[src/rtl/rr_arbiter8.sv]
// rr_arbiter8: round-robin arbiter for 8 requesters with a registered one-hot grant and index.
// Optional forced revocation of long holds is enabled by defining RR_ARBITER8_TIMEOUT_EN.
module rr_arbiter8 #(
  parameter int MAX_HOLD = 15
) (
  input  logic       i_clk,
  input  logic       i_rst_n,
  input  logic       i_en,
  input  logic [7:0] i_req,
  output logic [7:0] o_grant,
  output logic [2:0] o_grant_idx,
  output logic       o_valid,
  output logic       o_timeout
);
  typedef enum logic {IDLE, GRANT} state_t;
  state_t state, state_n;
  logic [2:0] ptr, ptr_n, idx_n, sel, nxt;
  logic [7:0] grant_n, others;
  logic rel, force_rel;
  if (MAX_HOLD < 1 || MAX_HOLD > 255) begin : g_bad_hold
    $error("MAX_HOLD must be in 1..255");
  end
  function automatic logic [2:0] pick(input logic [7:0] v, input logic [2:0] s);
    pick = s;
    for (int i = 7; i >= 0; i--) if (v[s + 3'(i)]) pick = s + 3'(i);
  endfunction
  assign others = i_req & ~o_grant;
  assign sel = pick(i_req, ptr);
  assign nxt = pick(others, o_grant_idx + 3'd1);
  assign rel = state == GRANT && !i_req[o_grant_idx];
  assign o_valid = state == GRANT;
`ifdef RR_ARBITER8_TIMEOUT_EN
  logic [7:0] cnt, cnt_n;
  logic top, hold;
  assign top = cnt == 8'(MAX_HOLD - 1);
  assign force_rel = state == GRANT && i_en && i_req[o_grant_idx] && top && |others;
  assign hold = state == GRANT && i_en && !rel && !force_rel;
  // Hold counter: restarts on every new grant, saturates at the revocation threshold.
  always_comb cnt_n = hold ? (top ? cnt : cnt + 8'd1) : 8'd0;
  // Counter and one-cycle timeout pulse registers.
  always_ff @(posedge i_clk or negedge i_rst_n) begin
    if (!i_rst_n) begin
      cnt <= '0;
      o_timeout <= 1'b0;
    end else begin
      cnt <= cnt_n;
      o_timeout <= force_rel;
    end
  end
`else
  assign force_rel = 1'b0;
  assign o_timeout = 1'b0;
`endif
  // Next state: grant from IDLE, drop on disable, re-arbitrate from g+1 on release or revocation.
  always_comb begin
    state_n = state;
    ptr_n = ptr;
    grant_n = o_grant;
    idx_n = o_grant_idx;
    if (state == IDLE) begin
      if (i_en && |i_req) begin
        state_n = GRANT;
        grant_n = 8'd1 << sel;
        idx_n = sel;
      end
    end else if (!i_en) begin
      state_n = IDLE;
      grant_n = '0;
      idx_n = '0;
      ptr_n = rel ? o_grant_idx + 3'd1 : ptr;
    end else if (rel || force_rel) begin
      ptr_n = o_grant_idx + 3'd1;
      state_n = |others ? GRANT : IDLE;
      grant_n = |others ? 8'd1 << nxt : '0;
      idx_n = |others ? nxt : '0;
    end
  end
  // State, pointer and grant registers.
  always_ff @(posedge i_clk or negedge i_rst_n) begin
    if (!i_rst_n) begin
      state <= IDLE;
      ptr <= '0;
      o_grant <= '0;
      o_grant_idx <= '0;
    end else begin
      state <= state_n;
      ptr <= ptr_n;
      o_grant <= grant_n;
      o_grant_idx <= idx_n;
    end
  end
endmodule

[config.mk]
export PLATFORM = sky130hd
export DESIGN_NAME = rr_arbiter8
export DESIGN_NICKNAME = d
export VERILOG_FILES = /design/src/rtl/rr_arbiter8.sv
export SDC_FILE = /design/constraint.sdc
export NUM_CORES = 1
export LEC_CHECK = 0
export ABC_AREA = 0
export CAP_MARGIN = 30
export CORE_MARGIN = 5
export CORE_UTILIZATION = 53
export CTS_CLUSTER_DIAMETER = 30
export DETAILED_ROUTE_END_ITERATION = 10
export PLACE_DENSITY = 0.75
export SYNTH_ARGS = -nofsm -noshare
export SYNTH_HDL_FRONTEND = slang
export SYNTH_SLANG_ARGS = --single-unit
[constraint.sdc]
create_clock -name i_clk -period 3.61 [get_ports i_clk]
set_clock_uncertainty 0.15 [all_clocks]
set_input_delay 0.722 -clock i_clk [delete_from_list [all_inputs] [get_ports i_clk]]
set_output_delay 0.722 -clock i_clk [all_outputs]
set_load 0.005 [all_outputs]
==> reports/results.ini <==
[global_route]
antenna_found_initial = 0
first_global_vias = 2530
grt.total_usage_pct = 24.85
overflow = 0
grt_pass1_wl_mm = 12.81
grt_max_degree = 20

[floorplan]
initial_core_util_pct = 54.68
die_h_um = 80.04
core.rowCount = 25
die_w_um = 80.04
die_area_um2 = 6406
core_um2 = 4755
ios = 24

[clock_network]
cts_setup_buffers = 0
h-tree-depth = 1
cts_tree = yes
cts_sinks = 15
cts_max_path_buffers = 2
clkLatencyLatePin_ns = 0.25
path_clk_slew_ns = 0.06
cts_inserted_buffers = 3
cts_root_buffer = clkbuf_8

[worst_hold_path]
hold_end = o_grant[6]
hold_path_class = reg2reg
min-delay-start = o_grant[6]
hold_depth = 2

[pwr]
p_per_area_nw_per_um2 = 1127
total_power_mw = 3.641
swShare_pct = 50.52
p_int_mw = 1.802
ir_worst_vdd_uv = 582.4
pwr-share-seq_pct = 9.1
switchingPower_mw = 1.840
combPwrFrac_pct = 87.2
p_leak_nw = 1.306
power_frac_clock_pct = 3.7

[routing]
postRouteAntennaNets = 0
totalWireLength_mm = 7.756
route.detailed.drc = 0
dr_total_vias = 2700
drtPass1Iterations = 5
drt_iter0_drc = 265
viasPerCell = 6.522
wire_per_inst_um = 18.73

[sta]
setup_violations = 0
hold_viol = 0
slew_headroom_pct = 51.25
finalMaxSlewViolations = 0
max_freq_ghz = 0.2866
worst_slack_ns = 0.1211
fin_tns_setup_ns = 0
fin_hold_ws_ns = 0.4425
tightest_slew_ns = 0.7289
timing.final.crit_share_pct = 96.64
period_needed_ns = 3.489

[synthesis]
ys_ff_latch = 15
synth_top_area_share_pct = 14.73
synthTopCellsByArea = mux4_2 15%, dfrtp_1 14%, mux2i_1 9.6%
synth_area_um2 = 2600
yosys_warnings = 0
yosys.area.top_type = mux4_2
synth.most_common_cell = nand2_1
synth_flop_cell = dfrtp_1
synth_cell_type_count = 71
postSynthAreaPerCell_um2 = 8.904
synth_nets = 307
synth_edf_count = 0
synth_cells = 292
synthArstFlopShare_pct = 100.0
ys_top_cells_by_count = 28 x nand2_1, 25 x mux2i_1, 17 x mux4_2, 17 x nor2_1, 15 x dfrtp_1
synth-seq-area-share_pct = 14.44

[placed_design]
gp_congestion = 0.9417
place_hpwl_mm = 6.127
dpl_worst_slack_ns = -0.1492
port_buffers = 22

[flow_run]
max-cap-violations = 0

[finish]
antenna_cells = 0
area_growth_syn_to_layout_pct = 24.25
final_nets = 363
drive_above_1_share_pct = 25.65

[worst_setup_path]
reg2reg_from = o_grant_idx[0]
timing.rr.end = o_grant[0]
worst_ep_arrival_time_ns = 3.53
worst-path-max-fanout = 7
r2r_slack_ns = 0.18
reg2reg_depth = 10
crit_required_ns = 3.65
start_kind = input pin
critPathKind = in2reg
endpoint_kind = register

[outcome]
status = completed

-- power by group through the flow --
stage	combinational (mW)	sequential [mW]	clock [mW]
4_1_cts	3.08	0.328	0.136
6_report	3.17	0.332	0.136
3_3_place_gp	3.00	0.331	0
3_5_place_dp	3.07	0.331	0
2_1_floorplan	2.19	0.291	0
5_1_grt	3.44	0.342	0.143
-- cell usage in the layout, fill, tap and decap left out, types with 3 or more instances in the layout --
cell type / netlist / layout
a211o_1: 4 / 4
a211oi_1: 3 / 3
a21oi_1: 11 / 11
a221o_1: 3 / 3
buf_4: 2 / 48
clkbuf_8: 0 / 3
clkdlybuf4s50_1: 0 / 22
dfrtp_1: 15 / 15
ha_1: 4 / 3
inv_1: 11 / 11
mux2_2: 6 / 6
mux2i_1: 25 / 25
mux4_1: 3 / 3
mux4_2: 17 / 17
nand2_1: 28 / 28
nand2b_1: 13 / 13
nand3_1: 3 / 3
nand4_1: 4 / 4
nand4b_1: 4 / 4
nor2_1: 17 / 16
nor2b_1: 8 / 8
nor3_1: 3 / 3
nor3b_1: 3 / 3
nor4_1: 5 / 4
o211ai_1: 8 / 8
o21ai_0: 14 / 14
o21ai_1: 4 / 4
o22ai_1: 3 / 3
or3_1: 3 / 3
xnor2_1: 3 / 3
-- worst max-delay path, cell delays in order --
cell             delay [ns]
clkdlybuf4s50_1        0.60
buf_4                  0.16
nand2b_1               0.08
mux4_2                 0.54
mux2i_1                0.33
a211oi_1               0.13
or4_4                  0.50
nand4_2                0.15
and2_1                 0.17
a221o_1                0.14
-- cell type report --
| type | count | area [µm²] |
|---|---|---|
| Multi-Input combinational cell | 246 | 2101 |
| Fill cell | 381 | 1524 |
| Timing Repair Buffer | 70 | 580.6 |
| Sequential cell | 15 | 375.4 |
| Tap cell | 67 | 83.83 |
| Clock buffer | 4 | 45.04 |
| Inverter | 12 | 45.04 |
-- logic make-up after synthesis --
| kind of cell | Yosys count | synth area share [%] |
|---|---|---|
| multiplexers | 52 | 30.56 |
| AO/OA/AOI/OAI | 77 | 21.08 |
| other | 1 | 0.1442 |
| AND/OR/NAND/NOR | 102 | 21.13 |
| flip-flops | 15 | 14.44 |
| XOR/XNOR | 10 | 5.246 |
| buffers and inverters | 31 | 5.486 |
| adder cells (fa/ha/maj) | 4 | 1.925 |
-- stage by stage --
stage	instances	cell area (µm²)	util (%)
finish	414	3231	67.95
global route	414	3231	67.95
CTS	414	3212	67.55
detailed placement	410	3167	66.61
global placement	410	3167	66.61
floorplan	292	2600	-
-- routing by layer --
layer	GRT usage, %	vias up	wire [µm]
met5	0	-	0
met4	3.041	0	68
met3	2.596	9	499
met2	38.16	116	3522
met1	38.43	1323	3666
li1	-	1252	-
-- flip-flops by register name, indices dropped and copies added (netlist names) --
signal,count
o_grant_idx,3
ptr,3
o_valid,1
o_grant,8
-- worst max path at each step --
| stage | depth (start not counted) | start | slack [ns] | to |
|---|---|---|---|---|
| after floorplan | 13 | ptr[1] | 0.11 | o_grant[0] |
| after global placement | 9 | i_req[2] | -0.08 | o_grant[0] |
| after detailed placement | 9 | i_req[2] | -0.15 | o_grant[0] |
| after CTS | 9 | i_req[2] | 0.11 | o_grant[0] |
| after global routing | 10 | i_req[2] | -0.02 | o_grant[0] |
| final | 10 | i_req[2] | 0.12 | o_grant[0] |
-- timing repair --
| action | 4_1_cts | 5_1_grt |
|---|---|---|
| hold buffers | 0 | 0 |
| gates resized for setup | 0 | 4 |
| endpoints found under the hold margin | 0 | 0 |
| endpoints found under the setup margin | 0 | 5 |
(Power assumes the default switching activity.)
